<file path="src/rtl/sched_ctrl_fsm_if.sv">
// Control bundle between sched_ctrl_fsm (master) and the scheduled datapath (slave).
interface sched_ctrl_fsm_if #(
    parameter int CNT_W = 8
) ();
    logic             start;
    logic             busy;
    logic [3:0]       alu1_sel1, alu1_sel2, alu2_sel1, alu2_sel2;
    logic [3:0]       mul1_sel1, mul1_sel2, log1_sel1, log1_sel2;
    logic             alu1_op, alu2_op, mul1_op;
    logic [1:0]       log1_op;
    logic             reg_alu2_en, reg_alu5_en, reg_mul6_en, reg_alu9_en;
    logic             reg_alu12_en, reg_mul13_en, reg_log14_en;
    logic             result_en;
    logic             done_next;
    logic [CNT_W-1:0] run_count;

    modport master (
        input  start,
        output busy,
        output alu1_sel1, alu1_sel2, alu2_sel1, alu2_sel2,
        output mul1_sel1, mul1_sel2, log1_sel1, log1_sel2,
        output alu1_op, alu2_op, mul1_op, log1_op,
        output reg_alu2_en, reg_alu5_en, reg_mul6_en, reg_alu9_en,
        output reg_alu12_en, reg_mul13_en, reg_log14_en,
        output result_en, done_next, run_count
    );

    modport slave (
        output start,
        input  busy,
        input  alu1_sel1, alu1_sel2, alu2_sel1, alu2_sel2,
        input  mul1_sel1, mul1_sel2, log1_sel1, log1_sel2,
        input  alu1_op, alu2_op, mul1_op, log1_op,
        input  reg_alu2_en, reg_alu5_en, reg_mul6_en, reg_alu9_en,
        input  reg_alu12_en, reg_mul13_en, reg_log14_en,
        input  result_en, done_next, run_count
    );
endinterface

</file>
<file path="src/rtl/sched_ctrl_fsm.sv">
// Five-step Moore schedule controller for the alu1/alu2/mul1/log1 datapath.
// Optional SCHED_STEP_EN adds a `step` input that gates advancement of S1..S5.
module sched_ctrl_fsm #(
    parameter int CNT_W = 8
) (
    input  logic clk,
    input  logic rst,
`ifdef SCHED_STEP_EN
    input  logic step,
`endif
    sched_ctrl_fsm_if.master ctl
);

    // Operand select codes: 0..7 = i1..i8, 8..14 = intermediate registers, 15 = zero.
    localparam logic [3:0] SEL_I1     = 4'd0;
    localparam logic [3:0] SEL_I2     = 4'd1;
    localparam logic [3:0] SEL_I3     = 4'd2;
    localparam logic [3:0] SEL_I4     = 4'd3;
    localparam logic [3:0] SEL_I5     = 4'd4;
    localparam logic [3:0] SEL_I6     = 4'd5;
    localparam logic [3:0] SEL_I7     = 4'd6;
    localparam logic [3:0] SEL_I8     = 4'd7;
    localparam logic [3:0] SEL_ALU2   = 4'd8;
    localparam logic [3:0] SEL_ALU5   = 4'd9;
    localparam logic [3:0] SEL_MUL6   = 4'd10;
    localparam logic [3:0] SEL_ALU9   = 4'd11;
    localparam logic [3:0] SEL_ALU12  = 4'd12;
    localparam logic [3:0] SEL_MUL13  = 4'd13;
    localparam logic [3:0] SEL_ZERO   = 4'd15;

    typedef enum logic [2:0] {
        IDLE = 3'd0,
        S1   = 3'd1,
        S2   = 3'd2,
        S3   = 3'd3,
        S4   = 3'd4,
        S5   = 3'd5
    } state_t;

    state_t           r_state, w_next;
    logic [CNT_W-1:0] r_run_count;

    logic       w_adv;
    logic       w_busy;
    logic [3:0] w_alu1_sel1, w_alu1_sel2, w_alu2_sel1, w_alu2_sel2;
    logic [3:0] w_mul1_sel1, w_mul1_sel2, w_log1_sel1, w_log1_sel2;
    logic       w_alu1_op, w_alu2_op, w_mul1_op;
    logic [1:0] w_log1_op;
    logic       w_alu2_en, w_alu5_en, w_mul6_en, w_alu9_en;
    logic       w_alu12_en, w_mul13_en, w_log14_en;
    logic       w_result_en, w_done_next;

`ifdef SCHED_STEP_EN
    assign w_adv = step;
`else
    assign w_adv = 1'b1;
`endif

    always_ff @(posedge clk or posedge rst) begin
        if (rst) begin
            r_state     <= IDLE;
            r_run_count <= '0;
        end else begin
            r_state <= w_next;
            if (r_state == S5 && w_adv)
                r_run_count <= r_run_count + 1'b1;
        end
    end

    always_comb begin
        w_next      = r_state;
        w_busy      = 1'b0;
        w_alu1_sel1 = SEL_ZERO;
        w_alu1_sel2 = SEL_ZERO;
        w_alu2_sel1 = SEL_ZERO;
        w_alu2_sel2 = SEL_ZERO;
        w_mul1_sel1 = SEL_ZERO;
        w_mul1_sel2 = SEL_ZERO;
        w_log1_sel1 = SEL_ZERO;
        w_log1_sel2 = SEL_ZERO;
        w_alu1_op   = 1'b0;
        w_alu2_op   = 1'b0;
        w_mul1_op   = 1'b0;
        w_log1_op   = 2'b00;
        w_alu2_en   = 1'b0;
        w_alu5_en   = 1'b0;
        w_mul6_en   = 1'b0;
        w_alu9_en   = 1'b0;
        w_alu12_en  = 1'b0;
        w_mul13_en  = 1'b0;
        w_log14_en  = 1'b0;
        w_result_en = 1'b0;
        w_done_next = 1'b0;

        case (r_state)
            IDLE: begin
                if (ctl.start) w_next = S1;
            end
            S1: begin
                w_busy      = 1'b1;
                w_alu1_sel1 = SEL_I1;
                w_alu1_sel2 = SEL_I2;
                w_alu2_sel1 = SEL_I3;
                w_alu2_sel2 = SEL_I4;
                w_alu2_op   = 1'b1;
                w_mul1_sel1 = SEL_I5;
                w_mul1_sel2 = SEL_I6;
                w_alu2_en   = 1'b1;
                w_alu5_en   = 1'b1;
                w_mul6_en   = 1'b1;
                if (w_adv) w_next = S2;
            end
            S2: begin
                w_busy      = 1'b1;
                w_alu1_sel1 = SEL_ALU2;
                w_alu1_sel2 = SEL_MUL6;
                w_alu2_sel1 = SEL_ALU5;
                w_alu2_sel2 = SEL_I7;
                w_alu2_op   = 1'b1;
                w_alu9_en   = 1'b1;
                w_alu12_en  = 1'b1;
                if (w_adv) w_next = S3;
            end
            S3: begin
                w_busy      = 1'b1;
                w_mul1_sel1 = SEL_ALU9;
                w_mul1_sel2 = SEL_ALU12;
                w_mul13_en  = 1'b1;
                if (w_adv) w_next = S4;
            end
            S4: begin
                w_busy      = 1'b1;
                w_log1_sel1 = SEL_MUL13;
                w_log1_sel2 = SEL_I8;
                w_log1_op   = 2'b10;
                w_log14_en  = 1'b1;
                if (w_adv) w_next = S5;
            end
            S5: begin
                w_busy      = 1'b1;
                w_result_en = 1'b1;
                w_done_next = 1'b1;
                if (w_adv) w_next = ctl.start ? S1 : IDLE;
            end
            default: w_next = IDLE;
        endcase
    end

    // Selects/ops always reflect the current step; only the write strobes are held off.
    assign ctl.busy         = w_busy;
    assign ctl.alu1_sel1    = w_alu1_sel1;
    assign ctl.alu1_sel2    = w_alu1_sel2;
    assign ctl.alu2_sel1    = w_alu2_sel1;
    assign ctl.alu2_sel2    = w_alu2_sel2;
    assign ctl.mul1_sel1    = w_mul1_sel1;
    assign ctl.mul1_sel2    = w_mul1_sel2;
    assign ctl.log1_sel1    = w_log1_sel1;
    assign ctl.log1_sel2    = w_log1_sel2;
    assign ctl.alu1_op      = w_alu1_op;
    assign ctl.alu2_op      = w_alu2_op;
    assign ctl.mul1_op      = w_mul1_op;
    assign ctl.log1_op      = w_log1_op;
    assign ctl.reg_alu2_en  = w_alu2_en   & w_adv;
    assign ctl.reg_alu5_en  = w_alu5_en   & w_adv;
    assign ctl.reg_mul6_en  = w_mul6_en   & w_adv;
    assign ctl.reg_alu9_en  = w_alu9_en   & w_adv;
    assign ctl.reg_alu12_en = w_alu12_en  & w_adv;
    assign ctl.reg_mul13_en = w_mul13_en  & w_adv;
    assign ctl.reg_log14_en = w_log14_en  & w_adv;
    assign ctl.result_en    = w_result_en & w_adv;
    assign ctl.done_next    = w_done_next & w_adv;
    assign ctl.run_count    = r_run_count;

endmodule

</file>
<file path="src/flat_wrapper.sv">
// flat-port wrapper written by rule: the top's interface ports become plain ports
module sched_ctrl_fsm_flat 
#(
    parameter int CNT_W = 8
)
  (clk, rst, ctl_start, ctl_busy, ctl_alu1_sel1, ctl_alu1_sel2, ctl_alu2_sel1, ctl_alu2_sel2, ctl_mul1_sel1, ctl_mul1_sel2, ctl_log1_sel1, ctl_log1_sel2, ctl_alu1_op, ctl_alu2_op, ctl_mul1_op, ctl_log1_op, ctl_reg_alu2_en, ctl_reg_alu5_en, ctl_reg_mul6_en, ctl_reg_alu9_en, ctl_reg_alu12_en, ctl_reg_mul13_en, ctl_reg_log14_en, ctl_result_en, ctl_done_next, ctl_run_count);
  sched_ctrl_fsm_if #(.CNT_W(CNT_W)) ctl_i ();
  input  logic clk;
  input  logic rst;
  input wire logic [$bits(ctl_i.start)-1:0] ctl_start;
  output wire logic [$bits(ctl_i.busy)-1:0] ctl_busy;
  output wire logic [$bits(ctl_i.alu1_sel1)-1:0] ctl_alu1_sel1;
  output wire logic [$bits(ctl_i.alu1_sel2)-1:0] ctl_alu1_sel2;
  output wire logic [$bits(ctl_i.alu2_sel1)-1:0] ctl_alu2_sel1;
  output wire logic [$bits(ctl_i.alu2_sel2)-1:0] ctl_alu2_sel2;
  output wire logic [$bits(ctl_i.mul1_sel1)-1:0] ctl_mul1_sel1;
  output wire logic [$bits(ctl_i.mul1_sel2)-1:0] ctl_mul1_sel2;
  output wire logic [$bits(ctl_i.log1_sel1)-1:0] ctl_log1_sel1;
  output wire logic [$bits(ctl_i.log1_sel2)-1:0] ctl_log1_sel2;
  output wire logic [$bits(ctl_i.alu1_op)-1:0] ctl_alu1_op;
  output wire logic [$bits(ctl_i.alu2_op)-1:0] ctl_alu2_op;
  output wire logic [$bits(ctl_i.mul1_op)-1:0] ctl_mul1_op;
  output wire logic [$bits(ctl_i.log1_op)-1:0] ctl_log1_op;
  output wire logic [$bits(ctl_i.reg_alu2_en)-1:0] ctl_reg_alu2_en;
  output wire logic [$bits(ctl_i.reg_alu5_en)-1:0] ctl_reg_alu5_en;
  output wire logic [$bits(ctl_i.reg_mul6_en)-1:0] ctl_reg_mul6_en;
  output wire logic [$bits(ctl_i.reg_alu9_en)-1:0] ctl_reg_alu9_en;
  output wire logic [$bits(ctl_i.reg_alu12_en)-1:0] ctl_reg_alu12_en;
  output wire logic [$bits(ctl_i.reg_mul13_en)-1:0] ctl_reg_mul13_en;
  output wire logic [$bits(ctl_i.reg_log14_en)-1:0] ctl_reg_log14_en;
  output wire logic [$bits(ctl_i.result_en)-1:0] ctl_result_en;
  output wire logic [$bits(ctl_i.done_next)-1:0] ctl_done_next;
  output wire logic [$bits(ctl_i.run_count)-1:0] ctl_run_count;
  assign ctl_i.start = ctl_start;
  assign ctl_busy = ctl_i.busy;
  assign ctl_alu1_sel1 = ctl_i.alu1_sel1;
  assign ctl_alu1_sel2 = ctl_i.alu1_sel2;
  assign ctl_alu2_sel1 = ctl_i.alu2_sel1;
  assign ctl_alu2_sel2 = ctl_i.alu2_sel2;
  assign ctl_mul1_sel1 = ctl_i.mul1_sel1;
  assign ctl_mul1_sel2 = ctl_i.mul1_sel2;
  assign ctl_log1_sel1 = ctl_i.log1_sel1;
  assign ctl_log1_sel2 = ctl_i.log1_sel2;
  assign ctl_alu1_op = ctl_i.alu1_op;
  assign ctl_alu2_op = ctl_i.alu2_op;
  assign ctl_mul1_op = ctl_i.mul1_op;
  assign ctl_log1_op = ctl_i.log1_op;
  assign ctl_reg_alu2_en = ctl_i.reg_alu2_en;
  assign ctl_reg_alu5_en = ctl_i.reg_alu5_en;
  assign ctl_reg_mul6_en = ctl_i.reg_mul6_en;
  assign ctl_reg_alu9_en = ctl_i.reg_alu9_en;
  assign ctl_reg_alu12_en = ctl_i.reg_alu12_en;
  assign ctl_reg_mul13_en = ctl_i.reg_mul13_en;
  assign ctl_reg_log14_en = ctl_i.reg_log14_en;
  assign ctl_result_en = ctl_i.result_en;
  assign ctl_done_next = ctl_i.done_next;
  assign ctl_run_count = ctl_i.run_count;
  sched_ctrl_fsm #(.CNT_W(CNT_W)) u_core (.clk(clk), .rst(rst), .ctl(ctl_i));
endmodule
</file>
<file path="config.mk">
export PLATFORM = sky130hd
export DESIGN_NAME = sched_ctrl_fsm_flat
export DESIGN_NICKNAME = d
export VERILOG_FILES = /design/src/rtl/sched_ctrl_fsm_if.sv /design/src/rtl/sched_ctrl_fsm.sv /design/src/flat_wrapper.sv
export SDC_FILE = /design/constraint.sdc
export NUM_CORES = 1
export LEC_CHECK = 0
export BUFFER_PORTS_ARGS = -buffer_cell sky130_fd_sc_hd__buf_2
export CAP_MARGIN = 20
export CORE_UTILIZATION = 36
export CTS_CLUSTER_DIAMETER = 80
export CTS_CLUSTER_SIZE = 28
export DETAILED_ROUTE_END_ITERATION = 8
export PLACE_DENSITY = 0.74
export SLEW_MARGIN = 20
export SYNTH_ARGS = -nofsm -noshare
export SYNTH_HDL_FRONTEND = slang
export SYNTH_SLANG_ARGS = --single-unit
</file>
<file path="constraint.sdc">
create_clock -name clk -period 1.1 [get_ports clk]
set_input_delay 0 -clock clk [delete_from_list [all_inputs] [get_ports clk]]
set_output_delay 0 -clock clk [all_outputs]
set_load 0.1 [all_outputs]
</file>
==> results by group <==
Clock tree
  • Sinks on the clock net: 11
  • Number of buffers added by the clock tree synthesis step: 3
  • CTS Root Cell: clkbuf_4
  • Clk Latency, worst-skew pair: 290 ps
  • Clock slew seen by the registers of the worst setup and hold paths: 90 ps
  • Number of buffers between clock root and the deepest sink: 2
  • # H-tree levels: 1
  • TritonCTS clock tree: built

Die
  • Initial standard-cell utilization of the core: 0.380
  • Number of rows in the core area: 17
  • Area of the core: 2190 um2
  • Chip Width: 50.1 um
  • Number of primary I/O pins: 58
  • Y dimension of the die: 50.1 um
  • Die area: 2510 um2

Logic synthesis
  • Number of distinct library cells after synthesis: 24
  • Number of instances in the synthesized netlist: 92
  • Number of enable-type register cells in the synthesized netlist: 0
  • Count leader, synth: buf_4
  • Leading post-synthesis cells by cell area: dfrtp_1 33%, buf_4 31%, xnor2_1 4.2%, xor2_1 4.2%, inv_1 3.2%
  • Synthesis warning total: 0
  • Mean cell area of the mapped netlist: 9.06 um2
  • Proportion of synthesized chip area in sequential cells: 0.330
  • Share of the synthesized area in the top cell type: 0.330
  • Async set-or-reset flop fraction in the synthesized netlist: 1.00
  • Number of flip-flops and latches in the synthesized netlist: 11
  • Cell taking the most area after synthesis: dfrtp_1
  • Top FF cell, synth: dfrtp_1
  • Netlist area before placement: 833 um2
  • Ranking of synthesized cells by instance count: 34 x buf_4, 11 x dfrtp_1, 7 x inv_1

STA
  • Unrepaired setup endpoints after global routing: yes
  • Final count of pins violating max slew: 0
  • Fin Clk Skew: 5.68 ps
  • Minimum period implied by the final worst setup slack: 1550 ps
  • Final setup margin: -447 ps
  • Maximum clock frequency: 0.646 GHz
  • Final period util: 1.41
  • Final setup fails: 48
  • Worst hold slack after final layout: 256 ps
  • Final Hold Vio Count: 0

GRT
  • Global-route wire length before repair: 4530 um
  • Met1 Use GR: 0.261
  • Largest net degree at the start of global routing: 12
  • Total global-route track usage: 0.263
  • Initial antenna violation count: 0
  • Via count of the first global-routing pass: 795
  • Congestion Overflow GR: 0
  • Met3 Usage GRT: 0.0525
  • GRT Max-Usage Layer: met2
  • Met2 Usage GRT: 0.493

Final layout
  • Area grow syn2layout: 141%
  • Antenna diodes: 0
  • Share of post-route cells with drive strength above 1: 0.794
  • Layout net count: 146

Worst setup path
  • Endpoint kind of the worst setup timing path: output pin
  • Endpoint of the most critical register-to-register path: u_core.ctl.run_count[0]
  • Crit path arrival time: 1550 ps
  • Worst Path Class, Setup: register to output pin
  • Type of origin of the critical path: register
  • Dominant delay contributor by cell family on the critical path: flip-flops
  • Critical path buffers and inverters: 2
  • Delay contributed by the slowest stage of the critical path: 470 ps
  • Worst Path Max Fanout: 5
  • Source of the worst register-to-register timing path: u_core.r_state[0]
  • Critical Path RT: 1100 ps
  • Internal reg-to-reg setup slack: -210 ps
  • Cell chain of the critical path: or3b_4 -> clkinvlp_4 -> buf_12
  • Highest-delay cell along the critical path: dfrtp_2
  • Number of cell instances on the worst register-to-register path: 5

Placement
  • I/O Buffers: 46
  • Final Wtd Congestion: 0.785
  • Placement Setup Slack: -151 ps
  • HPWL Detailed: 1940 um

Outcome
  • Violated checks: setup timing
  • Result of the run: complete, but fails checks

Routing
  • Vias per Instance: 4.92
  • Total via count in the routed design: 832
  • Final routed wire length divided by cell count: 20.9 um
  • Detailed Route Iter0 Violations: 12
  • # DRC: 0
  • Length of the first detailed-routing pass in iterations: 4
  • Number of nets with antenna violations after detailed routing: 0
  • Routed WL: 3540 um

Flow run
  • Max-capacitance violation count: 0

Worst hold path
  • Type of the tightest min-delay check: primary input to asynchronous set/reset pin
tightest hold or removal path: stages:
cell,delay (ps)
dlygate4sd3_1,530
buf_2,120
inv_1,340
cells by family (layout without fill, tap and decap cells):
logic type	count (synthesis)	after routing	synth area share
AO/OA/AOI/OAI	2	2	0.0165
XOR/XNOR	8	8	0.0841
adder cells (fa/ha/maj)	1	1	0.0150
buffers and inverters	43	83	0.357
flip-flops	11	11	0.330
multiplexers	1	1	0.0135
other	2	11	0.00901
AND/OR/NAND/NOR	24	24	0.174
placed cells by master (no fill, tap or decap), drive strengths merged:
cell	synthesis	routed
nand3b	2	2
nand4	1	1
or2	2	2
nor2	4	4
a221oi	1	1
or3b	1	1
and3	1	1
nor3	4	4
nand3	3	3
and4b	1	1
xor2	4	4
clkinvlp	0	5
xnor2	4	4
dfrtp	11	11
clkbuf	0	4
mux2	1	1
dlygate4sd3	0	2
buf	36	70
ha	1	1
inv	7	2
nand2	4	4
a21oi	1	1
conb	2	11
nand2b	1	1
flip-flops by register name (all words and copies together) (netlist names):
| register | cells |
|---|---|
| u_core.ctl.run_count | 8 |
| u_core.r_state | 3 |
layout make-up:
class	count	area [um2]
Timing Repair Buffer	72	1170
Multi-Input combinational cell	47	430
Sequential cell	11	307
Fill cell	70	179
Inverter	7	45.0
Tap cell	28	35.0
Clock buffer	4	26.3
how the worst max path moves through the flow:
stage                       end  cells past startpoint  slack (ps)               from
3_5_place_dp    ctl_reg_mul6_en                      4        -150  u_core.r_state[2]
5_1_grt        ctl_alu2_sel1[2]                      6        -510  u_core.r_state[0]
2_1_floorplan  ctl_reg_mul13_en                      3       -1190  u_core.r_state[2]
3_3_place_gp   ctl_alu1_sel1[2]                      6        -110  u_core.r_state[1]
4_1_cts        ctl_alu1_sel2[2]                      6        -410  u_core.r_state[0]
6_report         ctl_log1_op[1]                      3        -450  u_core.r_state[0]
stage by stage:
stage                     cell area, um2  setup TNS [ps]  utilization  std cells
after global placement              1810           -2460        0.825        157
after floorplan                     1180          -21090            -        101
after global routing                2010          -17520        0.918        169
after detailed placement            1810           -3740        0.825        157
final                               2010          -15570        0.918        169
after CTS                           1930          -13470        0.883        166
layer usage:
layer  up-vias  share of wire
li1        340              -
met1       408           0.34
met2        65           0.52
met3        19          0.079
met4         0          0.058
met5         -              0
repair_timing:
action                                  in CTS  in global routing
endpoints found under the setup margin      45                 47
hold endpoints to repair                    12                  0
buffers inserted                             3                  4
pin swaps                                    5                  5
hold buffers                                 2                  0
resized for setup                           19                 13
Power is not shown: default switching activity piles up to over one toggle a cycle in this logic, so the estimate is an artifact.
